<file path="src/rtl/ebus_arb_mux.sv">
// EBUS driver arbiter/mux: picks one of NDRV drivers (fixed priority or round-robin), registers its data
// and monitors the demand/xfer handshake for timeouts. Latency 1 cycle; no backpressure, data is never gated.
module ebus_arb_mux #(
    parameter int NDRV  = 32,
    parameter int WIDTH = 36,
    parameter int RR    = 0,
    parameter int TMO   = 255,
    localparam int OW   = (NDRV > 1) ? $clog2(NDRV) : 1
) (
    input  logic                        clk,
    input  logic                        crobar,
    input  logic [NDRV-1:0]             drv_driving,
    input  logic [NDRV-1:0][WIDTH-1:0]  drv_data,
    input  logic                        demand_h,
    input  logic                        xfer_h,
    input  logic                        err_clr_h,
    output logic [WIDTH-1:0]            ebus_data,
    output logic                        ebus_valid_h,
    output logic [OW-1:0]               ebus_owner,
    output logic                        contention_h,
    output logic [7:0]                  contention_cnt,
    output logic                        tmo_h,
    output logic [1:0]                  hs_state
);

    typedef enum logic [1:0] {
        HS_IDLE = 2'd0,
        HS_WAIT = 2'd1,
        HS_ACK  = 2'd2,
        HS_TMO  = 2'd3
    } hs_t;

    hs_t          state, state_nxt;
    logic [15:0]  wait_cnt;
    logic [16:0]  wait_inc;
    logic         tmo_evt;

    logic [OW-1:0] rr_ptr;
    logic [OW-1:0] win_idx;
    logic          win_vld;
    logic          contend;

    // Winner selection; round-robin search starts at rr_ptr and wraps.
    always_comb begin
        win_vld = 1'b0;
        win_idx = '0;
        if (RR == 0) begin
            for (int i = NDRV - 1; i >= 0; i--) begin
                if (drv_driving[i]) begin
                    win_vld = 1'b1;
                    win_idx = OW'(i);
                end
            end
        end else begin
            for (int k = 0; k < NDRV; k++) begin
                int j;
                j = (int'(rr_ptr) + k) % NDRV;
                if (!win_vld && drv_driving[j]) begin
                    win_vld = 1'b1;
                    win_idx = OW'(j);
                end
            end
        end
    end

    // More than one bit set: clearing the lowest set bit leaves something.
    assign contend = |(drv_driving & (drv_driving - NDRV'(1)));

    always_ff @(posedge clk) begin
        if (crobar) begin
            ebus_data      <= '0;
            ebus_valid_h   <= 1'b0;
            ebus_owner     <= '0;
            rr_ptr         <= '0;
            contention_h   <= 1'b0;
            contention_cnt <= 8'd0;
            tmo_h          <= 1'b0;
        end else begin
            ebus_valid_h <= win_vld;
            ebus_data    <= win_vld ? drv_data[win_idx] : '0;
            if (win_vld) begin
                ebus_owner <= win_idx;
                if (RR != 0) begin
                    rr_ptr <= (int'(win_idx) == NDRV - 1) ? '0 : win_idx + OW'(1);
                end
            end
            // A new event in the same cycle as a clear wins and restarts the count at 1.
            if (contend) begin
                contention_h   <= 1'b1;
                contention_cnt <= err_clr_h ? 8'd1 :
                                  (contention_cnt == 8'd255) ? 8'd255 : contention_cnt + 8'd1;
            end else if (err_clr_h) begin
                contention_h   <= 1'b0;
                contention_cnt <= 8'd0;
            end
            if (tmo_evt) begin
                tmo_h <= 1'b1;
            end else if (err_clr_h) begin
                tmo_h <= 1'b0;
            end
        end
    end

    // Handshake FSM: state register and wait counter.
    always_ff @(posedge clk) begin
        if (crobar) begin
            state    <= HS_IDLE;
            wait_cnt <= 16'd0;
        end else begin
            state    <= state_nxt;
            wait_cnt <= (state == HS_WAIT) ? wait_cnt + 16'd1 : 16'd0;
        end
    end

    assign wait_inc = {1'b0, wait_cnt} + 17'd1;

    // Withdrawn demand beats xfer and timeout in WAIT; xfer beats timeout.
    always_comb begin
        state_nxt = state;
        case (state)
            HS_IDLE: if (demand_h) state_nxt = xfer_h ? HS_ACK : HS_WAIT;
            HS_WAIT: begin
                if (!demand_h)                state_nxt = HS_IDLE;
                else if (xfer_h)              state_nxt = HS_ACK;
                else if (wait_inc == 17'(TMO)) state_nxt = HS_TMO;
            end
            HS_ACK:  if (!demand_h) state_nxt = HS_IDLE;
            HS_TMO:  if (!demand_h) state_nxt = HS_IDLE;
            default: state_nxt = HS_IDLE;
        endcase
    end

    always_comb begin
        hs_state = state;
        tmo_evt  = (state == HS_WAIT) && (state_nxt == HS_TMO);
    end

endmodule

</file>
<file path="config.mk">
export PLATFORM = sky130hd
export DESIGN_NAME = ebus_arb_mux
export DESIGN_NICKNAME = d
export VERILOG_FILES = /design/src/rtl/ebus_arb_mux.sv
export SDC_FILE = /design/constraint.sdc
export NUM_CORES = 1
export LEC_CHECK = 0
export CAP_MARGIN = 20
export CORE_AREA = 2 2 482 484
export CTS_CLUSTER_DIAMETER = 120
export DETAILED_ROUTE_END_ITERATION = 8
export DIE_AREA = 0 0 484 486
export PLACE_DENSITY_LB_ADDON = 0.05
export SYNTH_ARGS = -nofsm -noshare
export SYNTH_HDL_FRONTEND = slang
export SYNTH_SLANG_ARGS = --single-unit
</file>
<file path="constraint.sdc">
create_clock -name clk -period 5.3 [get_ports clk]
set_clock_uncertainty 0.05 [all_clocks]
set_input_delay 0.795 -clock clk [delete_from_list [all_inputs] [get_ports clk]]
set_output_delay 0.795 -clock clk [all_outputs]
set_load 0.005 [all_outputs]
</file>
* Yosys cells after proc, flatten, opt, wreduce, memory -nomap -nowiden *
Cells that the tools add are included.

word-level totals
  bits in registers = 70
  bits of input ports = 1189
  output and inout port bits = 54
  logic and storage cells = 110

cells by class
  $add $sub $neg = 4
  order comparisons = 1
  equality and inequality tests = 6
  multiplexer cells = 80
  bitwise operators = 3
  reductions and logical operators = 8

operators with widths
  operator                                                     number
  binary-select mux 36 bit (select 5 bit)                      1
  two-way mux 5 bit                                            32
  two-way mux 36 bit                                           1
  two-way mux 1 bit                                            35
  AND 32 bit                                                   1
  two-way mux 8 bit                                            4
  OR reduction 32 bit                                          1
  subtractor 32 x 1 -> 32 bit (second input constant)          1
  adder 16 x 1 -> 17 bit (second input constant)               1
  == test 17 x 8 -> 1 bit (second input constant)              1
  adder 16 x 1 -> 16 bit (second input constant)               1
  two-way mux 2 bit                                            6
  adder 8 x 1 -> 8 bit (second input constant)                 1
  == test 8 bit (second input constant)                        1
  == test 2 bit (second input constant)                        3
  less-than comparator 5 x 6 -> 1 bit (second input constant)  1
  case mux 2 bit (3 select lines)                              1
  OR reduction 2 bit                                           3
  nonzero test 2 bit                                           2
  == test 2 x 1 -> 1 bit (second input constant)               1
  logical NOT 2 bit                                            1
  inverter 1 bit                                               2
  logical AND 1 bit                                            1

* Longest topological paths before layout *
  depth after elaboration = 34
  mapped depth = 14
  depth with buffers taken out = 9

* Worst setup path before layout *
OpenSTA, ideal clock, no wires.

  path type = input -> register
  start point = in drv_driving[5]
  end point = reg ebus_data[10]
  setup time = 121 ps
  data arrival time = 2882 ps
  data required time = 5129 ps
  setup slack = 2247 ps
  stages = 10
  buffers on the path = 3
  cells stage by stage = or3_1 nor4_1 a211o_1 buf_6 buf_6 buf_6 mux4_2 nand2_1 and3_1 o22ai_1

between the ends
  cells in the longest elaborated chain, start to end = 8
  elaborated cells between the ends (all ways) = 16
  classes of those cells = 14 x mux; 1 x bitwise; 1 x reduce/logical

ends and longest elaborated chain
  item                                                                                   RTL line  source
  start, declared                                                                        12        input logic [NDRV-1:0] drv_driving,
  two-way mux 5 bit / two-way mux 1 bit (equally long branches) (6 in series)            49        if (drv_driving[i]) begin
  binary-select mux 36 bit (select 5 bit) / inverter 1 bit (equally long branches)       n/a
  two-way mux 36 bit (not written as such) / OR reduction 2 bit (equally long branches)  n/a
  end signal, assigned                                                                   80        ebus_data <= win_vld ? drv_data[win_idx] : '0;
  end, declared                                                                          17        output logic [WIDTH-1:0] ebus_data,

Several ways; a longest one is shown, not always the timed one. The select of a mux whose other input is x is not followed.
A chain may end at the register's enable or synchronous reset.

* Worst setup path after layout *
  start point = in drv_driving[3]
  end point = reg ebus_data[4]

between the ends
  cells in the longest elaborated chain, start to end = 6
  elaborated cells between the ends (all ways) = 12
  classes of those cells = 10 x mux; 1 x bitwise; 1 x reduce/logical

ends and longest elaborated chain
  item                                                                                   RTL line
  two-way mux 5 bit / two-way mux 1 bit (equally long branches) (4 in series)            49
  binary-select mux 36 bit (select 5 bit) / inverter 1 bit (equally long branches)       n/a
  two-way mux 36 bit (not written as such) / OR reduction 2 bit (equally long branches)  n/a

Several ways; a longest one is shown, not always the timed one. The select of a mux whose other input is x is not followed.

==> key figures <==
Run status
  • Status: finished clean

Timing
  • Slew margin rel.: 47.25%
  • # setup viols final: 0
  • Achievable Freq: 0.2490 GHz
  • Tightest hold margin: 0.4387 ns
  • Minimum clock period: 4.015 ns
  • Worst-Margin Slew: 0.7888 ns
  • Setup TNS Final: 0 ns
  • Final-report max-slew violation count: 0
  • Unrepaired setup endpoints after global routing: no
  • Fin. Hold Viols: 0
  • Tcrit/Tclk final: 75.76%

Setup path
  • Critical path startpoint category: primary input
  • Worst Path Required: 5.57 ns
  • CP max stage delay: 0.55 ns
  • CP max-delay cell: mux4_2
  • Crit-path max FO: 34
  • CP top delay family: buffers and inverters
  • Critical path buffers and inverters: 3
  • WS Path Type: primary input to flop
  • CP most frequent cell: buf_12
  • Critical path capture point type: flop
  • Setup slack, reg-to-reg: 2.64 ns
  • Critical R2R Capture: tmo_h$_SDFFE_PP0P_
  • Worst r2r src: wait_cnt[0]$_SDFF_PP0_
  • Critical-path cell list: clkdlybuf4s50_1 -> or3_1 -> a211oi_1 -> a211o_4 -> buf_12 -> buf_12 -> mux4_2 -> nand2_1 -> and3_1 -> o22ai_1
  • WP data arrival: 4.29 ns
  • Path depth of the worst reg2reg path: 9

Finish
  • Fillers: 26548
  • Share of layout cells above drive strength 1: 8.732%
  • Finished Layout Cells: 6057
  • Reg area: 0.001401 mm^2
  • Area growth from synthesis to layout: 136.6%
  • Footprint of the multi-input gates: 0.01023 mm^2
  • Fin nets: 4176

Logic synthesis
  • Post-synth EDFFs: 0
  • Top_reg_cell synth: dfxtp_1
  • Syn Nets: 3011
  • Yosys warns: 0
  • Syn Area/Cell: 6.799 um^2
  • Count of cell types in the netlist: 67
  • Post-Syn Area: 0.01237 mm^2
  • Sequential share of the synthesized area: 11.33%
  • Yosys reg bits: 70
  • Fraction of registers with async set/reset: 0%
  • Post-Synthesis Cells: 1819

Placement
  • Post-DP HPWL: 149700 um
  • Final RePlAce weighted congestion: 0.7471
  • Cells after DPL: 5999
  • PortBufs: 1242

Pwr
  • Pwr dens: 116.9 mW/mm^2
  • Worst vdd ir: 173.7 uV
  • Tot Pwr: 3.421 mW
  • Leakage: 9.980 nW

Global routing
  • Number of global-route vias before repair: 21613
  • Largest net degree at the start of global routing: 83
  • Initial antenna violation count: 170
  • First-pass GRT wire length: 221100 um
  • GRT Util Overall: 14.24%
  • Congestion Overflow GR: 0

Die
  • Rows: 176
  • Core Box Area: 0.2295 mm^2
  • Die H: 486 um
  • Starting Density: 5.390%
  • Ports: 1243
  • Die width: 484 um
  • Die area: 0.2352 mm^2

CTS
  • Setup Buffers After CTS: 0
  • Number of buffers created by CTS: 9
  • Clock sink count: 70
  • CTS Hold Bufs: 0
  • TritonCTS clock tree: done
  • CTS Root Cell: clkbuf_16
  • Clock-pin slew on the worst setup and hold paths: 0.08 ns
  • Gates resized, CTS repair: 0
  • Clk buf depth: 2
  • Clk Latency, worst-skew pair: 0.43 ns
  • CTS H-tree depth: 3

Hold path
  • HP Class: flop to flop
  • Worst hold endpoint: tmo_h$_SDFFE_PP0P_
  • Hold path depth: 1
  • Hold_sp: tmo_h$_SDFFE_PP0P_

Job
  • Max Cap Viol: 0

Routing
  • Residual DRC: 0
  • Drt pass-1 iters: 4
  • Final ANT Viol Nets: 0
  • Vias: 19479
  • Drt wl/cell: 28.61 um
  • Detailed Route Iter0 Violations: 712
  • Drt total wl: 173300 um
  • Vias per inst: 3.216
worst max path at each step:
stage | startpoint | endpoint | slack, ns | depth (start not counted)
floorplan | drv_driving[5] | ebus_data[10]$_SDFF_PP0_ | 2.25 | 10
detailed placement | drv_driving[24] | ebus_data[14]$_SDFF_PP0_ | 0.64 | 12
global placement | drv_driving[31] | ebus_data[14]$_SDFF_PP0_ | 0.58 | 11
CTS | drv_driving[24] | ebus_data[14]$_SDFF_PP0_ | 1.14 | 12
global route | drv_driving[24] | ebus_data[14]$_SDFF_PP0_ | 1.06 | 12
finish | drv_driving[3] | ebus_data[4]$_SDFF_PP0_ | 1.28 | 10
layer usage:
metal | GRT usage [%] | share of wire [%] | up-vias
met3 | 5.605 | 8.4 | 275
li1 | - | - | 9001
met5 | 0 | 0.49 | -
met1 | 15.34 | 38 | 9162
met2 | 25.83 | 51 | 903
met4 | 3.453 | 1.9 | 138
cell usage in the layout (no fill, tap or decap), types with 4 or more instances in the layout:
cell / netlist / layout
nand2b_1: 6 / 4
dfxtp_1: 70 / 70
xor2_1: 8 / 8
xnor2_1: 8 / 8
nor2_1: 51 / 49
a31oi_1: 75 / 74
nand2_1: 730 / 729
nand4_1: 80 / 80
nor3_1: 11 / 11
buf_4: 10 / 48
mux4_2: 144 / 144
clkbuf_16: 0 / 9
or4_1: 4 / 4
buf_12: 0 / 30
o21a_1: 5 / 5
o21ai_0: 8 / 8
or3_1: 7 / 7
and3_1: 80 / 79
diode_2: 0 / 42
nor4_1: 8 / 8
inv_1: 12 / 12
a21oi_1: 15 / 15
clkdlybuf4s50_1: 0 / 1242
o22ai_1: 38 / 38
nand3_1: 231 / 231
cell type report:
type	count	share of cell area [%]
clock buffer	9	0.7696
antenna	42	0.3592
timing repair buffer	1320	45.77
inverter	12	0.1539
multi-input combinational	1571	34.95
clock inverter	7	0.2779
tap	3026	12.94
sequential	70	4.789
stage by stage:
step           worst slack (ns)  cell area [um^2]  utilization (%)
2_1_floorplan             2.247             12370                -
3_3_place_gp             0.5846             28850            12.57
3_5_place_dp             0.6410             28850            12.57
4_1_cts                   1.140             29160            12.71
5_1_grt                   1.056             29210            12.73
6_report                  1.285             29260            12.75
cell usage after synthesis, drive strengths merged, types with 6 or more instances:
cell,number,area [um^2]
clkbuf,89,334.1
nand4,80,500.5
buf,77,464.2
nand3,231,1156
inv,12,45.04
a21oi,15,75.07
xor2,8,70.07
nand2b,6,37.54
dfxtp,70,1401
or3,7,43.79
nor3,11,55.05
nor4,9,71.32
and3,81,508.0
o22ai,38,237.7
xnor2,8,70.07
nor2,51,191.4
nand2,731,2746
a31oi,75,469.2
mux4,144,3243
o21ai,9,45.04
worst reg2reg max path: cells and delay by family, from the launching register on:
family | cells | cell delay [ns]
AND/OR/NAND/NOR | 4 | 1.19
flip-flops | 1 | 0.45
AO/OA/AOI/OAI | 4 | 0.62
adder cells (fa/ha/maj) | 1 | 0.33
flip-flops by register name, indices dropped and copies added, names as in the netlist:
name            flops
ebus_valid_h        1
tmo_h               1
contention_h        1
hs_state            2
wait_cnt           16
contention_cnt      8
ebus_data          36
ebus_owner          5
where the power goes:
part	internal, mW	switching, mW
clock	0.374	0.414
sequential	0.557	0.0170
combinational	1.22	0.836
cell families after synthesis:
| family | synth area share, % |
|---|---|
| adders and majority gates | 0.4654 |
| DFF | 11.33 |
| xor gates and xnor gates | 1.133 |
| AOI/OAI and AO/OA | 9.702 |
| and+or+nand+nor | 44.25 |
| buffers and inverters | 6.818 |
| muxes | 26.30 |
Power figures use the tool's default switching activity.
